## src/rtl/hist_pkg.sv

```systemverilog
// -----------------------------------------------------------------------------
// hist_pkg
// Shared definitions for the histogram datapath: table geometry and the
// encoding of the histogram RAM sequencer states. Also used by the top level
// and the histogram RAM instance so all of them agree on table size.
// -----------------------------------------------------------------------------
package hist_pkg;

    localparam int HIST_NBINS  = 256;
    localparam int HIST_BIN_W  = 32;
    localparam int HIST_ADDR_W = 8;

    // Explicit encodings keep the state values stable for legacy debug taps.
    typedef enum logic [2:0] {
        ST_IDLE    = 3'd0,
        ST_CLR     = 3'd1,
        ST_ACC_RD  = 3'd2,
        ST_ACC_WR  = 3'd3,
        ST_DMP_RD  = 3'd4,
        ST_DMP_CAP = 3'd5,
        ST_DMP_OUT = 3'd6
    } hist_state_e;

endpackage

```

## src/rtl/hist_ram_sequencer.sv

```systemverilog
// -----------------------------------------------------------------------------
// hist_ram_sequencer
// Owns the single-port histogram RAM and serializes three requesters onto it:
// pixel accumulation (read-modify-write increment), bulk clear and sequential
// readout (dump) toward the result writer.
//
// Ports
//   clk_i, rst_i          clock, asynchronous active-high reset
//   clear_i, dump_i       level requests, sampled only in IDLE
//   pix_valid_i/ready_o   pixel stream handshake, pix_data_i = bin index
//   out_valid_o/ready_i   dump stream handshake, out_bin_o / out_count_o
//   busy_o                high whenever the sequencer is not IDLE
//   done_o                one-cycle pulse after a clear or dump completes
//   ram_*                 RAM port; controls are Moore outputs of the state,
//                         ram_data_i is valid the cycle after a read
// -----------------------------------------------------------------------------
module hist_ram_sequencer
    import hist_pkg::*;
#(
    parameter int NBINS  = HIST_NBINS,
    parameter int ADDR_W = HIST_ADDR_W,
    parameter int BIN_W  = HIST_BIN_W
) (
    input  logic              clk_i,
    input  logic              rst_i,
    input  logic              clear_i,
    input  logic              dump_i,
    input  logic              pix_valid_i,
    input  logic [ADDR_W-1:0] pix_data_i,
    output logic              pix_ready_o,
    output logic              out_valid_o,
    output logic [ADDR_W-1:0] out_bin_o,
    output logic [BIN_W-1:0]  out_count_o,
    input  logic              out_ready_i,
    output logic              busy_o,
    output logic              done_o,
    output logic              ram_en_o,
    output logic              ram_we_o,
    output logic [ADDR_W-1:0] ram_addr_o,
    output logic [BIN_W-1:0]  ram_data_o,
    input  logic [BIN_W-1:0]  ram_data_i
);

    localparam logic [ADDR_W-1:0] LAST_IDX = ADDR_W'(NBINS - 1);
    localparam logic [BIN_W-1:0]  BIN_MAX  = {BIN_W{1'b1}};

    hist_state_e       state;
    logic [ADDR_W-1:0] idx;
    logic [ADDR_W-1:0] pix_q;
    logic [ADDR_W-1:0] out_bin_q;
    logic [BIN_W-1:0]  out_count_q;
    logic              done_q;

    always_ff @(posedge clk_i or posedge rst_i) begin
        if (rst_i) begin
            state       <= ST_IDLE;
            idx         <= '0;
            pix_q       <= '0;
            out_bin_q   <= '0;
            out_count_q <= '0;
            done_q      <= 1'b0;
        end else begin
            done_q <= 1'b0;
            case (state)
                ST_IDLE: begin
                    if (clear_i) begin
                        idx   <= '0;
                        state <= ST_CLR;
                    end else if (dump_i) begin
                        idx   <= '0;
                        state <= ST_DMP_RD;
                    end else if (pix_valid_i) begin
                        pix_q <= pix_data_i;
                        state <= ST_ACC_RD;
                    end
                end
                ST_CLR: begin
                    // idx wraps back to 0 after the last bin, ready for the next op.
                    idx <= idx + ADDR_W'(1);
                    if (idx == LAST_IDX) begin
                        done_q <= 1'b1;
                        state  <= ST_IDLE;
                    end
                end
                ST_ACC_RD:  state <= ST_ACC_WR;
                ST_ACC_WR:  state <= ST_IDLE;
                ST_DMP_RD:  state <= ST_DMP_CAP;
                ST_DMP_CAP: begin
                    out_count_q <= ram_data_i;
                    out_bin_q   <= idx;
                    state       <= ST_DMP_OUT;
                end
                ST_DMP_OUT: begin
                    if (out_ready_i) begin
                        if (idx == LAST_IDX) begin
                            idx    <= '0;
                            done_q <= 1'b1;
                            state  <= ST_IDLE;
                        end else begin
                            idx   <= idx + ADDR_W'(1);
                            state <= ST_DMP_RD;
                        end
                    end
                end
                default: state <= ST_IDLE;
            endcase
        end
    end

    // RAM port is a pure function of the current state. The write in ACC_WR
    // lands before the next pixel's read, so back-to-back same-bin pixels are safe.
    always_comb begin
        ram_en_o   = 1'b0;
        ram_we_o   = 1'b0;
        ram_addr_o = '0;
        ram_data_o = '0;
        case (state)
            ST_CLR: begin
                ram_en_o   = 1'b1;
                ram_we_o   = 1'b1;
                ram_addr_o = idx;
            end
            ST_ACC_RD: begin
                ram_en_o   = 1'b1;
                ram_addr_o = pix_q;
            end
            ST_ACC_WR: begin
                ram_en_o   = 1'b1;
                ram_we_o   = 1'b1;
                ram_addr_o = pix_q;
                ram_data_o = (ram_data_i == BIN_MAX) ? ram_data_i : ram_data_i + BIN_W'(1);
            end
            ST_DMP_RD: begin
                ram_en_o   = 1'b1;
                ram_addr_o = idx;
            end
            default: ;
        endcase
    end

    // Gated by rst_i so every output reads 0 while reset is held.
    assign pix_ready_o = (state == ST_IDLE) && !rst_i && !clear_i && !dump_i;
    assign busy_o      = (state != ST_IDLE);
    assign done_o      = done_q;
    assign out_valid_o = (state == ST_DMP_OUT);
    assign out_bin_o   = out_bin_q;
    assign out_count_o = out_count_q;

endmodule

```

## config.mk

```make
export PLATFORM = sky130hd
export DESIGN_NAME = hist_ram_sequencer
export DESIGN_NICKNAME = d
export VERILOG_FILES = /design/src/rtl/hist_pkg.sv /design/src/rtl/hist_ram_sequencer.sv
export SDC_FILE = /design/constraint.sdc
export NUM_CORES = 1
export LEC_CHECK = 0
export ABC_AREA = 0
export ABC_CLOCK_PERIOD_IN_PS = 3400
export CAP_MARGIN = 10
export CORE_UTILIZATION = 42
export CTS_BUF_LIST = sky130_fd_sc_hd__clkbuf_8
export CTS_CLUSTER_DIAMETER = 40
export CTS_CLUSTER_SIZE = 24
export DETAILED_ROUTE_END_ITERATION = 7
export HOLD_SLACK_MARGIN = 0.05
export PLACE_DENSITY_LB_ADDON = 0.1
export SYNTH_ARGS = -nofsm -noshare
export SYNTH_HDL_FRONTEND = slang
export SYNTH_SLANG_ARGS = --single-unit
```

## constraint.sdc

```tcl
create_clock -name clk_i -period 3.4 [get_ports clk_i]
set_input_delay 0.85 -clock clk_i [delete_from_list [all_inputs] [get_ports clk_i]]
set_output_delay 0.85 -clock clk_i [all_outputs]
set_load 0.05 [all_outputs]
```

==> results.sh <==
export IMPL_slew_viol_final=0
export IMPL_cts_sinks=60
export IMPL_vias=3903
export IMPL_clk_latency_ps=340
export IMPL_reg2reg_to="idx[4]"
export IMPL_grt_overflow=0
export IMPL_synth_ff_type="dfrtp_1"
export IMPL_track_usage=0.276
export IMPL_ir_drop_mv=0.515
export IMPL_crit_path_max_incr_delay_ps=290
export IMPL_synth_edf_count=0
export IMPL_dieHeight_um=94.9
export IMPL_fmax_ghz=0.287
export IMPL_path_class="in2out"
export IMPL_period_minus_slack_ps=3480
export IMPL_p_per_area_nw_per_um2=800
export IMPL_wl_mm=12.3
export IMPL_antennaDiodeCount=0
export IMPL_ioPinCount=132
export IMPL_grt_max_degree=61
export IMPL_cts_max_path_buffers=2
export IMPL_drv_cap=0
export IMPL_cts_tree="yes"
export IMPL_required_ps=2550
export IMPL_worst_pin_slew_ps=779
export IMPL_crit_buf_inv=5
export IMPL_hold_path_depth=2
export IMPL_hpwl_mm=8.53
export IMPL_setup_slack_ps=-83.4
export IMPL_drt_iter0_markers=173
export IMPL_timing_rr_start="state[0]"
export IMPL_post_route_period_util=1.02
export IMPL_drc=0
export IMPL_setup_viol=3
export IMPL_async_flop_share=1.00
export IMPL_busiest_layer="met2"
export IMPL_power_total_uw=5170
export IMPL_outcome="complete, but fails checks"
export IMPL_portBuffers=131
export IMPL_critPathArrivalTime_ps=2630
export IMPL_core_um2=8300
export IMPL_synthCells=369
export IMPL_end_kind="primary output"
export IMPL_syn_avg_cell_area_um2=9.82
export IMPL_start_util=0.437
export IMPL_yosysSeqAreaShare=0.414
export IMPL_ant_nets=0
export IMPL_grtUsageMet2=0.477
export IMPL_yosysWarnings=0
export IMPL_pre_cts_ws_ps=-564
export IMPL_post_dp_cell_area_um2=5930
export IMPL_violations="negative setup slack"
export IMPL_crit_fanout=7
export IMPL_ctsHtreeMaxLevel=3
export IMPL_finalWeightedCongestion=0.908
export IMPL_worstRegToRegCells=6
export IMPL_hold_viol_final=0
export IMPL_mostFrequentLayoutCell="buf_4"
export IMPL_grt_pass1_wl_mm=18.9
export IMPL_regToRegSetupSlack_ps=1440
export IMPL_drive_above_1_share=0.469
export IMPL_drt_first_pass_iters=5
export IMPL_clockRootBuffer="clkbuf_8"
export IMPL_min_to="out_count_o[20]"
export IMPL_cp_depth=11
export IMPL_die_area_um2=9010
export IMPL_antenna_found_initial=0
export IMPL_ys_ff_latch=60
export IMPL_avgViaCountPerCell=5.70
export IMPL_met1_usage=0.334
export IMPL_hp_class="reg2reg"
export IMPL_cts_reportedPaths_clkPinSlew_ps=70
export IMPL_crit_path_top_delay_cell="o31ai_1"
export IMPL_rsz0062_at_grt="yes"
export IMPL_holdCritStartpoint="out_count_o[20]"
export IMPL_nets=623
export IMPL_final_area_um2=6470
export IMPL_final_cell_mix="buf_4, dfrtp_1, clkdlybuf4s50_1"
export IMPL_crit_top_cell="and3_4"
export IMPL_whs_ps=486
export IMPL_syn_to_final_growth_pct=78.4
export IMPL_synthesis_area_um2=3620
export IMPL_skew_ps=6.92
export IMPL_fp_dieW_um=94.9
export IMPL_grt_pass1_vias=3849
export IMPL_cts_buffers_inserted=9
export IMPL_cp_start_kind="input pin"
export IMPL_leakagePower_uw=0.00286
export IMPL_final_core_util=0.779
export IMPL_wl_per_cell_um=18.0
export IMPL_synthesis_nets=417
export IMPL_path_cells="buf_8 > buf_12 > ha_4 > and3_4 > and3_4 > and3_4 > buf_4 > o31ai_1 > buf_4 > a21oi_4 > buf_12"
export IMPL_critPathTopFamily="buffers and inverters"
export IMPL_gr_usage_met3=0.0556
export IMPL_max_slew_margin=0.481
export IMPL_synth_cell_types=51
export IMPL_rows=33
[cell type report]
cell class                      instances  area, um^2
Tap cell                              105         131
Clock buffer                           10         138
Clock inverter                          6        87.6
Multi-Input combinational cell        280        2300
Sequential cell                        60        1500
Fill cell                             554        1830
Inverter                                7        30.0
Timing Repair Buffer                  217        2280
[metal layers]
layer	wire length, um	up-vias
li1	-	1790
met1	5010	1913
met2	6270	167
met3	694	33
met4	342	0
met5	0	-
[timing repair]
action,CTS,global route
hold buffers,0,0
hold endpoints to repair,0,0
cloned,1,0
pin swaps,22,21
setup buffers,12,7
endpoints found under the setup margin,32,33
resized for setup,137,42
[Yosys cell counts, drive strengths merged (9+ instances only)]
cell	instances	area [um^2]
a22o	10	87.6
clkbuf	16	60.1
and3	10	72.6
a21oi	14	70.1
mux2	44	495
nor2	28	105
nand3	16	85.1
nand2	36	135
nand4	10	68.8
a31oi	9	56.3
dfrtp	60	1500
xnor2	19	166
o21ai	11	55.1
[worst min-delay path: stages (launching register included)]
cell	delay, ps
dfrtp_1	340
nand2_1	50
o21ai_0	60
[sequential cells by signal (all words and copies together) (netlist names)]
name	count
idx	8
done_o	1
out_count_o	32
pix_q	8
out_bin_o	8
state	3
[per-stage QoR]
stage / instances / TNS, ps
floorplan: 369 / -72.6
global route: 685 / -603
detailed placement: 649 / -11330
global placement: 649 / -10270
finish: 685 / -171
CTS: 678 / -225
[power breakdown]
group	switching (uW)	total, uW	internal [uW]	leakage, uW
clock network	298	730	432	0.000116
logic	1970	3230	1260	0.00200
registers	203	1210	1010	0.000744
total	2470	5170	2700	0.00286
[cells by family (layout without fill, tap and decap cells)]
family                     Yosys count  in the layout  share of synthesized area
AOI/OAI and AO/OA                   72             72                      0.137
xor gates and xnor gates            20             20                     0.0483
buffers and inverters               30            240                     0.0421
DFF                                 60             60                      0.414
and+or+nand+nor                    139            140                      0.209
adders and majority gates            2              2                    0.00690
muxes                               46             46                      0.142
[worst max-delay path by stage]
stage / startpoint / endpoint / slack (ps)
global placement: ram_data_i[0] / ram_data_o[25] / -530
floorplan: ram_data_i[0] / ram_data_o[29] / -70
detailed placement: ram_data_i[0] / ram_data_o[25] / -560
finish: ram_data_i[0] / ram_data_o[29] / -80
global route: ram_data_i[0] / ram_data_o[9] / -100
CTS: ram_data_i[0] / ram_data_o[29] / -80
Note: power is estimated with default switching activity, not from simulation.
